<file path="src/rtl/lab2_sub_pkg.sv">
// ============================================================================
// Module  : lab2_sub_pkg
// Purpose : Shared definitions for the lab2 serial subtractor: FSM state
//           encoding and helpers that size the chunk counter from N and W.
// Ports   : none (package)
// Rev     : 1.0  initial release
// ============================================================================
`default_nettype none

package lab2_sub_pkg;

  typedef enum logic [1:0] {
    IDLE = 2'd0,
    BUSY = 2'd1,
    DONE = 2'd2
  } state_e;

  // Number of W-bit chunks in an N-bit operand (CHUNKS = N/W).
  function automatic int calc_chunks(input int n, input int w);
    return n / w;
  endfunction

  // Chunk-index width: $clog2(CHUNKS), never less than one bit.
  function automatic int calc_idx_w(input int chunks);
    return (chunks > 1) ? $clog2(chunks) : 1;
  endfunction

endpackage

`default_nettype wire

</file>
<file path="src/rtl/serial_subtractor_fullsub.sv">
// ============================================================================
// Module  : FullSubtractor
// Purpose : One-bit full subtractor, the bitwise counterpart of FullAdder.
//           diff = a - b - bin (mod 2), bout = 1 when the subtraction borrows.
// Ports   : a, b    - operand bits
//           bin     - borrow in from the less significant bit
//           diff    - difference bit
//           bout    - borrow out to the more significant bit
// Rev     : 1.0  initial release
// ============================================================================
`default_nettype none

module FullSubtractor (
  input  logic a,
  input  logic b,
  input  logic bin,
  output logic diff,
  output logic bout
);

  assign diff = a ^ b ^ bin;
  // Borrow when b exceeds a, or when they are equal and a borrow is pending.
  assign bout = (~a & b) | (~(a ^ b) & bin);

endmodule

`default_nettype wire

</file>
<file path="src/rtl/serial_subtractor.sv">
// ============================================================================
// Module  : serial_subtractor
// Purpose : Multi-cycle unsigned subtractor computing d = a - b over N bits,
//           W bits per clock, LSB chunk first, with a registered borrow
//           between chunks. d[N] holds the final borrow (1 iff a < b).
// Params  : N - operand width (multiple of W), W - bits per cycle (1..N)
// Ports   : clk, rst (async, active high)
//           start/ready     - operand handshake, a/b sampled on accept
//           valid/out_ready - result handshake, d meaningful while valid
//           bi              - borrow in (only with SERIAL_SUB_BORROW_IN_EN)
// Config  : `define SERIAL_SUB_BORROW_IN_EN adds bi; result is a - b - bi.
// Rev     : 1.0  initial release
// ============================================================================
`default_nettype none

module serial_subtractor
  import lab2_sub_pkg::*;
#(
  parameter int N = 32,
  parameter int W = 8
) (
  input  logic         clk,
  input  logic         rst,
  input  logic         start,
  output logic         ready,
  input  logic [N-1:0] a,
  input  logic [N-1:0] b,
`ifdef SERIAL_SUB_BORROW_IN_EN
  input  logic         bi,
`endif
  output logic         valid,
  input  logic         out_ready,
  output logic [N:0]   d
);

  localparam int CHUNKS = calc_chunks(N, W);
  localparam int IDX_W  = calc_idx_w(CHUNKS);
  localparam int TBL    = 1 << IDX_W;
  localparam logic [IDX_W-1:0] LAST_IDX = IDX_W'(CHUNKS - 1);

  state_e             state_q, state_d;
  logic [N-1:0]       a_q, a_d;
  logic [N-1:0]       b_q, b_d;
  logic [IDX_W-1:0]   idx_q, idx_d;
  logic               borrow_q, borrow_d;
  logic [N:0]         d_q, d_d;

  logic               accept;
  logic               borrow_init;
  logic [W-1:0]       a_chunk, b_chunk, diff;
  logic [W:0]         bchain;

`ifdef SERIAL_SUB_BORROW_IN_EN
  assign borrow_init = bi;
`else
  assign borrow_init = 1'b0;
`endif

  // --------------------------------------------------------------------------
  // Chunk mux. Tables are padded to a power of two so every index value
  // selects a defined entry.
  // --------------------------------------------------------------------------
  logic [W-1:0] a_tbl [TBL];
  logic [W-1:0] b_tbl [TBL];

  for (genvar k = 0; k < TBL; k++) begin : g_chunk
    if (k < CHUNKS) begin : g_live
      assign a_tbl[k] = a_q[k*W +: W];
      assign b_tbl[k] = b_q[k*W +: W];
    end else begin : g_pad
      assign a_tbl[k] = '0;
      assign b_tbl[k] = '0;
    end
  end

  assign a_chunk = a_tbl[idx_q];
  assign b_chunk = b_tbl[idx_q];

  // --------------------------------------------------------------------------
  // W-bit ripple subtract of one chunk, seeded by the registered borrow.
  // --------------------------------------------------------------------------
  assign bchain[0] = borrow_q;

  for (genvar i = 0; i < W; i++) begin : g_bit
    FullSubtractor u_fs (
      .a    (a_chunk[i]),
      .b    (b_chunk[i]),
      .bin  (bchain[i]),
      .diff (diff[i]),
      .bout (bchain[i+1])
    );
  end

  // --------------------------------------------------------------------------
  // FSM: state register
  // --------------------------------------------------------------------------
  always_ff @(posedge clk or posedge rst) begin
    if (rst) begin
      state_q <= IDLE;
    end else begin
      state_q <= state_d;
    end
  end

  // FSM: next state
  always_comb begin
    state_d = state_q;
    case (state_q)
      IDLE:    if (start)              state_d = BUSY;
      BUSY:    if (idx_q == LAST_IDX)  state_d = DONE;
      DONE:    if (out_ready)          state_d = IDLE;
      default:                         state_d = IDLE;
    endcase
  end

  // FSM: outputs
  always_comb begin
    ready = (state_q == IDLE);
    valid = (state_q == DONE);
  end

  assign accept = start && ready;

  // --------------------------------------------------------------------------
  // Datapath next-state
  // --------------------------------------------------------------------------
  always_comb begin
    a_d      = a_q;
    b_d      = b_q;
    idx_d    = idx_q;
    borrow_d = borrow_q;
    d_d      = d_q;
    if (accept) begin
      a_d      = a;
      b_d      = b;
      idx_d    = '0;
      borrow_d = borrow_init;
    end else if (state_q == BUSY) begin
      for (int k = 0; k < CHUNKS; k++) begin
        if (idx_q == IDX_W'(k)) begin
          d_d[k*W +: W] = diff;
        end
      end
      borrow_d = bchain[W];
      if (idx_q == LAST_IDX) begin
        d_d[N] = bchain[W];
      end else begin
        idx_d = idx_q + 1'b1;
      end
    end
  end

  always_ff @(posedge clk or posedge rst) begin
    if (rst) begin
      a_q      <= '0;
      b_q      <= '0;
      idx_q    <= '0;
      borrow_q <= 1'b0;
      d_q      <= '0;
    end else begin
      a_q      <= a_d;
      b_q      <= b_d;
      idx_q    <= idx_d;
      borrow_q <= borrow_d;
      d_q      <= d_d;
    end
  end

  assign d = d_q;

endmodule

`default_nettype wire

</file>
<file path="config.mk">
export PLATFORM = sky130hd
export DESIGN_NAME = serial_subtractor
export DESIGN_NICKNAME = d
export VERILOG_FILES = /design/src/rtl/lab2_sub_pkg.sv /design/src/rtl/serial_subtractor_fullsub.sv /design/src/rtl/serial_subtractor.sv
export SDC_FILE = /design/constraint.sdc
export NUM_CORES = 1
export LEC_CHECK = 0
export ABC_AREA = 1
export CORE_MARGIN = 3
export CORE_UTILIZATION = 34
export CTS_BUF_LIST = sky130_fd_sc_hd__clkbuf_4 sky130_fd_sc_hd__clkbuf_8
export CTS_CLUSTER_DIAMETER = 80
export DETAILED_ROUTE_END_ITERATION = 8
export GPL_TIMING_DRIVEN = 0
export RECOVER_POWER = 25
export SYNTH_ARGS = -nofsm -noshare
export SYNTH_HDL_FRONTEND = slang
export SYNTH_SLANG_ARGS = --single-unit
</file>
<file path="constraint.sdc">
create_clock -name clk -period 3.9 [get_ports clk]
set_clock_uncertainty 0.05 [all_clocks]
set_input_delay 0.39 -clock clk [delete_from_list [all_inputs] [get_ports clk]]
set_output_delay 0.39 -clock clk [all_outputs]
set_load 0.03 [all_outputs]
</file>
==> summary.md <==
| Metric | Value |
|---|---|
| Status | finished, violations left |
| Violated checks | max-capacitance violations, max-slew violations, negative setup slack |
| Sequential Area | 2550 sq um |
| 1st-pass router iterations | 5 |
| Global-route wire length before repair | 22.1 mm |
| Max transition margin | -31.4% |
| Final-report max-slew violation count | 46 |
| Max Fanout on Critical Path | 11 |
| Syn Std Cell Area | 4890 sq um |
| Core box area | 14000 sq um |
| Clk pin slew, worst setup/hold paths | 0.09 ns |
| Routed vias/inst | 4.71 |
| Highest clock rate | 239 MHz |
| Fillers | 1380 |
| CTS Buf Count | 9 |
| HP Class | flip-flop to flip-flop |
| Average wire per standard cell | 15.0 um |
| PwrDens | 995 nW/um^2 |
| Worst-case vdd ir drop | 0.425 mV |
| Register area share after synthesis | 52.2% |
| CP Capture Type | flip-flop |
| Met2 wire length | 6.51 mm |
| Yosys reg bits | 102 |
| Die width | 126 um |
| Critical path type | flip-flop to flip-flop |
| All-Layer GR Usage | 17.5% |
| Post-Syn Nets | 681 |
| Uppermost routed layer | met4 |
| Largest net degree at the start of global routing | 59 |
| Dpl hpwl | 10.3 mm |
| Rows | 43 |
| Vias post-DR | 4287 |
| Deepest clock path buffer count | 2 |
| Share of cells above drive strength 1 | 14.4% |
| RSZ-0062 raised after global routing | yes |
| Period Utilization, post-route | 107% |
| Worst skew pair latency | 0.38 ns |
| Hold Fails Final Rpt | 0 |
| Finished Cell Area | 6640 sq um |
| Min Tclk post-route | 4.18 ns |
| Vias in the first global route | 4315 |
| Die Span Y | 126 um |
| Worst-Margin Slew | 1.96 ns |
| Total wire length | 13.6 mm |
| Sink Count | 102 |
| Boundary Pins | 103 |
| Syn. warnings | 0 |
| Met3 Wirelength | 704 um |
| Data required time of the worst path | 4.13 ns |
| Setup slack after layout | -0.284 ns |
| Hold Buf Count CTS | 0 |
| Ant diodes | 0 |
| Area growth syn-to-layout | 35.8% |
| Clock Tree Root | clkbuf_8 |
| Leak | 3.35 nW |
| Multi-input logic area | 2120 sq um |
| Syn Area/Cell | 8.14 sq um |
| Initial cell density of the core | 35.0% |
| DP Area | 6230 sq um |
| Clock tree from TritonCTS | done |
| Final ANT Viol Nets | 0 |
| Synthesized instance count | 601 |
| Routability Congestion | 0.833 |
| Initial antenna violation count | 0 |
| Distinct cell type count after synthesis | 21 |
| # Max-Cap Violations | 1 |
| Crit start category | flip-flop |
| Setup-failing EPs final | 5 |
| Metal-1 WL | 6.20 mm |
| Critical Path AT | 4.41 ns |
| CTS H-tree lvls | 3 |
| IO buf count | 102 |
| Post-route DRC | 0 |
| DIE AREA | 15900 sq um |
| Nets | 806 |
| Initial DRC count | 273 |
| Total grt overflow | 0 |
| Setup TNS | -1.14 ns |
repair_timing:
item	4_1_cts	5_1_grt
resized for setup	23	14
pin swaps	7	14
buffers inserted	10	1
hold endpoints to repair	0	0
setup endpoints to repair	10	10
layout make-up:
class	count	area share, %
clock buffers	12	2.39
well taps	180	3.39
clock inverters	4	1.17
repair buffers	114	16.7
multi-input cells	440	31.9
plain buffers	31	4.13
flip-flops and latches	102	38.4
inverters	28	1.90
per-layer routing:
layer  GRT usage (%)  up-vias
met4            5.68        0
met1            23.6     2018
met5               0        -
met3            3.35       19
li1                -     2118
met2            28.6      132
report_power, final:
part / leakage, nW / internal, mW / switching [mW]
Clock: 0.121 / 0.407 / 0.372
Sequential: 1.27 / 1.57 / 0.321
Combinational: 1.96 / 1.47 / 2.47
Total: 3.35 / 3.45 / 3.16
worst max-delay path, stage by stage, from the launching register on:
cell      delay (ns)
dfrtp_1         0.38
buf_6           0.17
clkinv_8        0.07
buf_8           0.14
nand2_2         0.06
nand3_2         0.08
nand2_2         0.08
fa_2            0.19
inv_2           0.04
fa_2            0.34
fa_2            0.37
fa_2            0.36
fa_2            0.35
fa_2            0.35
fa_2            0.34
inv_2           0.07
fa_2            0.50
nand2_1         0.09
nand2_1         0.05
synthesized netlist by cell type, drive strengths merged:
master,n,share of area [%]
nand2,327,26
dfrtp,102,52
nand3,83,8.5
inv,26,2.0
buf,24,3.2
fa,8,3.3
o211ai,8,1.2
clkbuf,7,0.54
nor2,7,1.5
ha,4,1.0
clkinv,2,0.15
o21ai,2,0.20
o31ai,1,0.15
sequential cells by signal, indices dropped and copies added (netlist names):
signal    cells
borrow_q      1
idx_q         2
a_q          32
b_q          32
d            33
state_q       2
cells by family after synthesis:
group,Yosys count,share of synthesized area [%]
AO/OA/AOI/OAI,11,1.59
adder cells (fa/ha/maj),12,4.30
buffers and inverters,59,5.88
AND/OR/NAND/NOR,417,36.1
flip-flops,102,52.2
stage by stage:
stage                     cells  total power, mW  utilization [%]  setup WS [ns]  hold slack, ns
final                       911             6.61             47.5         -0.284           0.428
after global routing        911             7.14             47.5         -0.399           0.459
after CTS                   910             6.52             47.4         -0.266           0.406
after detailed placement    884             5.55             44.5         -0.521           0.408
after global placement      883             5.48             44.3         -0.657           0.405
after floorplan             601             4.21                -        -0.0628           0.392
placed cells by master (no fill, tap or decap), types with 3 or more instances in the layout:
| cell type | synthesis | layout |
|---|---|---|
| dfrtp_1 | 102 | 102 |
| inv_1 | 25 | 20 |
| inv_2 | 1 | 4 |
| fa_2 | 0 | 8 |
| o211ai_1 | 8 | 8 |
| buf_2 | 14 | 8 |
| nor2_4 | 6 | 6 |
| clkbuf_8 | 0 | 12 |
| nand2_1 | 311 | 300 |
| clkbuf_1 | 7 | 4 |
| buf_6 | 4 | 6 |
| buf_8 | 1 | 5 |
| buf_4 | 2 | 14 |
| nand3_1 | 83 | 81 |
| nand2_2 | 14 | 24 |
| nand2_4 | 2 | 3 |
| ha_1 | 4 | 4 |
| clkdlybuf4s50_1 | 0 | 101 |
path summary, 6_finish.rpt:
check / endpoint / slack [ns] / from / cells past startpoint
hold / removal: a_q[2] / 0.43 / a_q[2] / 2
min in group asynchronous: a_q[29] / 0.92 / rst / 2
hold reg to reg: a_q[2] / 0.43 / a_q[2] / 2
setup reg to reg: d[23] / -0.28 / idx_q[0] / 18
max in group asynchronous: b_q[2] / 0.79 / rst / 3
setup / recovery: d[23] / -0.28 / idx_q[0] / 18
Power figures use the tool's default switching activity.
